$ cat config.mk
export PLATFORM = sky130hd
export DESIGN_NAME = strobe_scheduler
export DESIGN_NICKNAME = d
export VERILOG_FILES = /design/src/rtl/strobe_scheduler.sv
export SDC_FILE = /design/constraint.sdc
export NUM_CORES = 1
export LEC_CHECK = 0
export ABC_AREA = 0
export BUFFER_PORTS_ARGS = -buffer_cell sky130_fd_sc_hd__clkbuf_2
export CORE_ASPECT_RATIO = 0.7
export CORE_UTILIZATION = 45
export CTS_CLUSTER_DIAMETER = 100
export DETAILED_ROUTE_END_ITERATION = 10
export PLACE_DENSITY = 0.7
export SLEW_MARGIN = 20
export SYNTH_ARGS = -nofsm -noshare
export SYNTH_HDL_FRONTEND = slang
export SYNTH_SLANG_ARGS = --single-unit
$ cat constraint.sdc
create_clock -name clk -period 1.5 [get_ports clk]
set_input_delay 0.225 -clock clk [delete_from_list [all_inputs] [get_ports clk]]
set_output_delay 0.225 -clock clk [all_outputs]
set_load 0.02 [all_outputs]
$ cat src/rtl/strobe_scheduler.sv
// strobe_scheduler
//   Shares one single-cycle access strobe among N_REQ requesters. A programmable divider
//   produces a slot tick every (div+1) enabled cycles; on each tick one pending requester
//   receives a one-cycle one-hot grant, chosen round-robin.
//
// Build option:
//   STRB_SCHED_FIXED_PRIO_EN  when defined, the winner is the lowest-index set req bit.
//                             The round-robin pointer is still maintained but not used.
//                             Ports, timing and reset values are identical in both builds.
//
// Ports:
//   clk        in   1      fast system clock, posedge
//   rst_n      in   1      asynchronous active-low reset
//   en         in   1      enable; low freezes the divider and suppresses ticks/grants
//   hold       in   1      ticks continue, grants suppressed
//   div        in   DIV_W  slot period minus one, sampled only on slot edges
//   req        in   N_REQ  level requests
//   tick       out  1      one-cycle slot pulse
//   gnt        out  N_REQ  one-hot grant pulse, coincident with tick
//   gnt_valid  out  1      OR of gnt
//   gnt_idx    out  IDX_W  index of the granted requester, holds between grants
//
// Operating modes are implicit in the counter: idle (en=0), counting (cnt<div_q) and
// slot (cnt==div_q). No separate state register is needed.

module strobe_scheduler #(
  parameter int unsigned N_REQ = 4,
  parameter int unsigned DIV_W = 8,
  parameter int unsigned IDX_W = 2
) (
  input  logic             clk,
  input  logic             rst_n,
  input  logic             en,
  input  logic             hold,
  input  logic [DIV_W-1:0] div,
  input  logic [N_REQ-1:0] req,
  output logic             tick,
  output logic [N_REQ-1:0] gnt,
  output logic             gnt_valid,
  output logic [IDX_W-1:0] gnt_idx
);

  localparam logic [IDX_W-1:0] LastRst = IDX_W'(N_REQ - 1);

  logic [DIV_W-1:0] cnt_q, cnt_d;
  logic [DIV_W-1:0] div_q, div_d;
  logic             tick_q, tick_d;
  logic [N_REQ-1:0] gnt_q, gnt_d;
  logic             gnt_valid_q, gnt_valid_d;
  logic [IDX_W-1:0] gnt_idx_q, gnt_idx_d;
  logic [IDX_W-1:0] last_q, last_d;

  logic             slot;
  logic [IDX_W-1:0] win_idx;

  // Winner selection. Only meaningful when |req; the grant path checks that separately.
`ifdef STRB_SCHED_FIXED_PRIO_EN
  always_comb begin
    win_idx = '0;
    // Descending scan so the lowest set index is the final assignment.
    for (int i = N_REQ - 1; i >= 0; i--) begin
      if (req[i]) win_idx = IDX_W'(i);
    end
  end
`else
  always_comb begin
    logic                found;
    int unsigned         cand;
    logic [IDX_W-1:0]    cand_idx;
    win_idx  = '0;
    found    = 1'b0;
    cand     = 0;
    cand_idx = '0;
    // Search starts one past the last winner and wraps; i=N_REQ revisits the last winner.
    for (int unsigned i = 1; i <= N_REQ; i++) begin
      cand     = (int'(last_q) + i) % N_REQ;
      cand_idx = IDX_W'(cand);
      if (!found && req[cand_idx]) begin
        found   = 1'b1;
        win_idx = cand_idx;
      end
    end
  end
`endif

  assign slot = en && (cnt_q == div_q);

  always_comb begin
    cnt_d       = cnt_q;
    div_d       = div_q;
    tick_d      = 1'b0;
    gnt_d       = '0;
    gnt_valid_d = 1'b0;
    gnt_idx_d   = gnt_idx_q;
    last_d      = last_q;

    if (slot) begin
      cnt_d  = '0;
      // New period length applies from the period that starts after this tick.
      div_d  = div;
      tick_d = 1'b1;
      if (!hold && (|req)) begin
        gnt_d       = N_REQ'(1) << win_idx;
        gnt_valid_d = 1'b1;
        gnt_idx_d   = win_idx;
        last_d      = win_idx;
      end
    end else if (en) begin
      cnt_d = cnt_q + 1'b1;
    end
  end

  always_ff @(posedge clk or negedge rst_n) begin
    if (!rst_n) begin
      cnt_q       <= '0;
      div_q       <= '0;
      tick_q      <= 1'b0;
      gnt_q       <= '0;
      gnt_valid_q <= 1'b0;
      gnt_idx_q   <= '0;
      last_q      <= LastRst;
    end else begin
      cnt_q       <= cnt_d;
      div_q       <= div_d;
      tick_q      <= tick_d;
      gnt_q       <= gnt_d;
      gnt_valid_q <= gnt_valid_d;
      gnt_idx_q   <= gnt_idx_d;
      last_q      <= last_d;
    end
  end

  assign tick      = tick_q;
  assign gnt       = gnt_q;
  assign gnt_valid = gnt_valid_q;
  assign gnt_idx   = gnt_idx_q;

endmodule

==> results.yml, run 1 <==
outcome:
  status: "finished with violations"
  violations: "negative setup slack"
worst_setup_path:
  critPathRequiredTime_ns: 1.66
  slowest_delay_ns: 0.43
  path_delay_family: "simple AND/OR/NAND/NOR gates"
  crit_path_start_kind: "register"
  path_class: "register to register"
  path_buf_inv: 1
  r2r_setup_slack_ns: -0.21
  crit_chain: "xor2_2 > nor4_4 > and3_4 > buf_6 > mux2_4"
  cp.arrival_ns: 1.87
  critPathCaptureType: "register"
  r2r_end: "div_q[6]"
  reg2reg_depth: 5
  reg2reg_from: "cnt_q[6]"
  crit_slowest_cell: "dfrtp_1"
  crit_fanout: 5
cells_and_area:
  final_common_cell: "dfrtp_1"
  final_nets: 169
  mostFrequentLayoutCells: "24 x dfrtp_1, 23 x clkbuf_2, 12 x buf_4, 9 x xor2_1, 9 x nor2_1"
  fillers: 199
  seq_area_um2: 653
  antenna_cells: 0
  post-route-util_pct: 68.8
  drive_gt1_share_pct: 49.7
  multiInputGateArea_um2: 671
  synthToLayoutAreaGrowth_pct: 41.1
detailed_routing:
  viasPerCell: 4.95
  routed_wl_mm: 2.64
  dr_total_vias: 915
  drtPass1Iterations: 4
  drt_iter0_drc: 24
  drtAntennaViolNets: 0
  top_layer: "met4"
  wl_per_cell_um: 14.3
  wl_met2_mm: 1.32
  dr_wl_met3_um: 102
  drt-met1-wl_mm: 1.16
  drc: 0
floorplanning:
  io_pins: 24
  num_rows: 15
  dieWidth_um: 64.4
  die_area_um2: 2940
  core_area_um2: 2510
  start_util_pct: 48.8
  fp.dieH_um: 45.7
synthesis:
  yosysUniqueCellTypes: 31
  syn_nets: 123
  synthArstFlopShare_pct: 100
  ys.flop_type: "dfrtp_1"
  synth_edf_count: 0
  yosysWarningCount: 0
  synthCells: 106
  ys_seq_area_share_pct: 53.3
  syn_area_per_cell_um2: 11.6
  syn_area_um2: 1230
  synth-seq-cells: 26
run:
  max_cap_viol_count: 0
sta:
  setup_tns_ns: -2.94
  rsz0062_at_grt: "yes"
  slew_headroom_pct: 58.3
  tightest_slew_ns: 0.626
  hold_viol: 0
  layout_min_cycle_time_ns: 1.71
  fin_hold_ws_ns: 0.184
  slew_viol_final: 0
  finalClockSkew_ns: 0.00597
  period_share_pct: 114
  setup-violations-final: 24
  fmax_mhz: 585
  worst_slack_ns: -0.210
placed_design:
  portBuffers: 23
  dp_hpwl_mm: 1.82
  gp_congestion: 0.822
  post-place-ws_ns: -0.249
grt:
  grt_pass1_vias: 895
  grt_util_all_layers_pct: 20.6
  antenna_found_initial: 0
  grt_max_degree: 27
  grt-ovfl-total: 0
  grt_pass1_wl_mm: 4.24
power_and_ir_drop:
  power_mw: 2.95
  power.leakage_nw: 0.863
  peakVddDrop_uv: 956
  power_density_nw_per_um2: 1710
clock_network:
  cts.sinks: 26
  path_clk_slew_ns: 0.08
  cts_buffer_depth: 2
  numCtsBuffers: 3
  worstSkewPairLatency_ns: 0.27
  root_buffer: "clkbuf_8"
  cts-htree-levels: 1
  cts_tree: "built"
min_path:
  hp-start: "div[4]"
  min_to: "div_q[4]"
  hold_class: "input port to register"
  hold_depth: 2
-- per-stage QoR --
stage / instances / instance area, um^2
after floorplan: 106 / 1230
after global placement: 177 / 1480
after detailed placement: 177 / 1480
after CTS: 186 / 1680
after global routing: 185 / 1730
final: 185 / 1730
-- layout make-up --
class | count | share of cell area, %
multi-input cells | 74 | 38.8
repair buffers | 43 | 17.0
clock buffers | 4 | 3.18
inverters | 4 | 0.868
well taps | 34 | 2.46
flip-flops and latches | 26 | 37.7
-- per-layer routing --
layer,vias up,track usage (%)
li1,454,-
met3,7,5.25
met2,20,34.1
met5,-,0
met1,434,26.3
met4,0,8.44
-- cells in the mapped netlist, types with 3 or more instances --
master / number / share of area (%)
nor3_1: 4 / 1.6
dfrtp_1: 24 / 49
mux2_2: 9 / 8.3
nor2_1: 12 / 3.7
nand2_1: 5 / 1.5
nand2b_1: 4 / 2.0
xnor2_1: 4 / 2.9
o21ai_0: 3 / 1.2
inv_1: 4 / 1.2
xor2_1: 10 / 7.1
-- how the worst max path moves through the flow --
| stage | startpoint | end | slack (ns) | depth (start not counted) |
|---|---|---|---|---|
| 2_1_floorplan | cnt_q[6] | div_q[7] | -0.20 | 6 |
| 3_3_place_gp | div_q[7] | gnt[2] | -0.18 | 5 |
| 3_5_place_dp | div_q[6] | gnt[2] | -0.25 | 5 |
| 4_1_cts | cnt_q[0] | div_q[6] | -0.20 | 5 |
| 5_1_grt | cnt_q[6] | div_q[2] | -0.29 | 5 |
| 6_report | cnt_q[6] | div_q[6] | -0.21 | 5 |
-- registers in the layout, summed over array words and instances, names as in the netlist --
signal	count
last_q	2
gnt_idx	2
div_q	8
cnt_q	8
gnt_valid	1
gnt	4
tick	1
-- cell families after synthesis --
family / after synthesis / synth area share, %
AOI/OAI and AO/OA: 8 / 4.08
xor gates and xnor gates: 14 / 10.0
adders and majority gates: 1 / 1.02
buffers and inverters: 7 / 3.67
DFF: 26 / 53.3
muxes: 12 / 11.1
and+or+nand+nor: 38 / 16.8
-- where the power goes --
group | internal, mW | total [mW] | switching (mW)
Sequential | 0.950 | 1.13 | 0.179
Combinational | 0.715 | 1.38 | 0.670
Clock | 0.235 | 0.441 | 0.206
-- repair_timing --
item                                   in CTS  in global routing
pin swaps                                   6                  6
setup buffers                               5                  0
setup endpoints to repair                  25                 26
cloned                                      1                  0
resized for setup                          24                 11
hold buffers                                1                  0
endpoints found under the hold margin      24                  0
Power figures use the tool's default switching activity.
==> run 2, diff against run 1 <==
- ABC_AREA: 0 -> 1
- PLACE_DENSITY: 0.7 -> 0.69
==> run 2 against run 1 <==
The flow still finishes with violations (negative setup slack). Synthesized area is 18% higher. Final cell count is 45% higher. Clock power is 12% lower. Fmax is 1.8% higher. Via count is 44% higher. Critical path depth is 6 higher. Flip-flop and latch count stayed put. Non-clock buffer count is 3 higher. Register-to-register slack better by 0.03 ns. Die area is 18% higher. Wire length is 30% higher. Critical path type unchanged. Largest power group is now registers.
==> results.yml, run 2 <==
outcome:
  status: "finished with violations"
  violations: "negative setup slack"
sta:
  tightest_slew_ns: 0.614
  layout_min_cycle_time_ns: 1.68
  setup-violations-final: 8
  period_share_pct: 112
  fmax_mhz: 595
  slew_viol_final: 0
  finalClockSkew_ns: 0.00871
  worst_slack_ns: -0.180
  rsz0062_at_grt: "yes"
  hold_viol: 0
  slew_headroom_pct: 59.1
worst_setup_path:
  crit_fanout: 5
  reg2reg_from: "last_q[0]"
  path_class: "register to register"
  critPathCaptureType: "register"
  cp.arrival_ns: 1.84
  crit_path_start_kind: "register"
  critPathRequiredTime_ns: 1.66
  reg2reg_depth: 11
  r2r_end: "gnt_idx[0]"
  r2r_setup_slack_ns: -0.18
power_and_ir_drop:
  power.leakage_nw: 1.02
  p_int_mw: 1.25
  p_comb_share_pct: 31.2
  power_frac_seq_pct: 47.6
  switching_share_pct: 32.0
  power_density_nw_per_um2: 930
  netSwitchingPower_uw: 590
  power_mw: 1.84
  clkPwrFrac_pct: 21.1
  peakVddDrop_uv: 639
synthesis:
  synth-seq-cells: 26
  yosys-top-cells-area: "dfrtp_1 41%, nand2_1 16%, o21ai_0 4.1%"
  ys_seq_area_share_pct: 45.0
  yosysUniqueCellTypes: 24
  ys.flop_type: "dfrtp_1"
  syn_area_per_cell_um2: 7.85
  synth_edf_count: 0
  yosysWarningCount: 0
  yosys.area.top_type: "dfrtp_1"
  synth_top_area_share_pct: 41.4
  synthArstFlopShare_pct: 100
  syn_area_um2: 1450
  yosysMostFrequentCell: "nand2_1"
  synthCells: 185
  synth_common_cells: "60 x nand2_1, 24 x dfrtp_1, 16 x nor2_1"
  syn_nets: 202
run:
  max_cap_viol_count: 0
detailed_routing:
  drtAntennaViolNets: 0
  wl_per_cell_um: 12.7
  drt_iter0_drc: 111
  drc: 0
  drtPass1Iterations: 6
  viasPerCell: 4.91
  dr_total_vias: 1322
  routed_wl_mm: 3.43
cells_and_area:
  mostFrequentLayoutCells: "43 x nand2_1, 24 x dfrtp_1, 23 x clkbuf_2, 19 x buf_4, 17 x nand2_2"
  seq_area_um2: 653
  synthToLayoutAreaGrowth_pct: 36.4
  final_cells: 269
  multiInputGateArea_um2: 845
  drive_gt1_share_pct: 47.2
  final_common_cell: "nand2_1"
  final_nets: 251
  antenna_cells: 0
  fillers: 236
clock_network:
  worstSkewPairLatency_ns: 0.27
  numCtsBuffers: 3
  root_buffer: "clkbuf_8"
  cts-htree-levels: 1
  cts_tree: "built"
  path_clk_slew_ns: 0.08
  cts.sinks: 26
  cts_buffer_depth: 2
grt:
  grt-ovfl-total: 0
  antenna_found_initial: 0
  grt_pass1_wl_mm: 5.27
  grt_max_degree: 27
  grt_util_all_layers_pct: 19.4
  grt_pass1_vias: 1140
floorplanning:
  num_rows: 16
  start_util_pct: 49.7
  core_area_um2: 2920
  io_pins: 24
  dieWidth_um: 69.9
  die_area_um2: 3460
  fp.dieH_um: 49.5
min_path:
  hp-start: "div[0]"
  hold_depth: 3
  min_to: "div_q[0]"
  hold_class: "input port to register"
placed_design:
  dp_hpwl_mm: 2.44
  gp_congestion: 0.921
  portBuffers: 23
  numPlacedInstances: 255
## run 2: cell count changes in the layout (fill, tap and decap cells not counted), sizes merged, moves of 3 or more
cell,change
inv,+17
buf,+3
xor2,-8
nand2b,-4
nand2,+67
nand3,+10
o21ai,+11
mux2,-10
nor2,+7
## run 2: power groups by stage
stage	clock (mW)	combinational, mW	sequential [mW]
finish	0.389	0.575	0.877
global route	0.434	0.637	0.891
CTS	0.401	0.424	0.874
detailed placement	0	0.414	0.887
global placement	0	0.397	0.884
floorplan	0	0.266	0.879
## run 2: cell type report
type | count | share of cell area [%]
multi-input cells | 135 | 42.7
flip-flops and latches | 26 | 33.0
repair buffers | 46 | 15.2
inverters | 22 | 4.55
clock buffers | 4 | 2.28
well taps | 36 | 2.28
## run 2: routing by layer
layer	vias up	routed length [um]	global-route usage, %
met4	0	0	2.33
li1	674	-	-
met3	0	195	5.52
met5	-	0	0
met1	614	1690	28.0
met2	34	1540	30.1
## run 2: repair_timing
item / 4_1_cts / 5_1_grt
pin swaps: 10 / 20
setup endpoints to repair: 8 / 19
resized for setup: 8 / 53
endpoints found under the hold margin: 24 / 0
hold buffers: 1 / 0
buffers inserted: 2 / 6
cloned: 0 / 1
## run 2: kinds of logic after synthesis
logic type | share of synthesized area, %
simple gates | 36.9
fa+ha+maj | 0.862
xor+xnor | 3.02
compound gates | 6.98
buf+inv | 7.24
flops | 45.0
## run 2: critical path, stage by stage (launching register included)
cell     delay [ns]
dfstp_2        0.60
buf_4          0.13
nand2_1        0.08
nand2_4        0.12
nand2_4        0.08
buf_4          0.14
nand4_1        0.08
nand2_1        0.07
nand2_2        0.08
nand2_2        0.06
nand2_4        0.09
nand2_2        0.05
## run 2: worst max-delay path by stage
stage	startpoint	end	slack, ns	depth (start not counted)
2_1_floorplan	last_q[0]	gnt_idx[1]	0.06	12
3_3_place_gp	last_q[0]	gnt_idx[0]	-0.09	11
3_5_place_dp	last_q[0]	gnt[3]	-0.14	11
4_1_cts	last_q[0]	gnt_idx[0]	-0.11	11
5_1_grt	last_q[0]	gnt_idx[0]	-0.28	11
6_report	last_q[0]	gnt_idx[0]	-0.18	11
## run 2: stage by stage
step / setup slack (ns) / setup TNS [ns] / cell area, um^2 / hold WS [ns] / utilization, %
CTS: -0.112 / -0.671 / 1780 / 0.157 / 61.0
floorplan: 0.0588 / 0 / 1450 / -0.0706 / -
global placement: -0.0915 / -0.406 / 1690 / 0.267 / 57.7
finish: -0.180 / -1.30 / 1980 / 0.158 / 67.7
global route: -0.278 / -2.67 / 1980 / 0.163 / 67.7
detailed placement: -0.141 / -0.832 / 1690 / 0.275 / 57.7
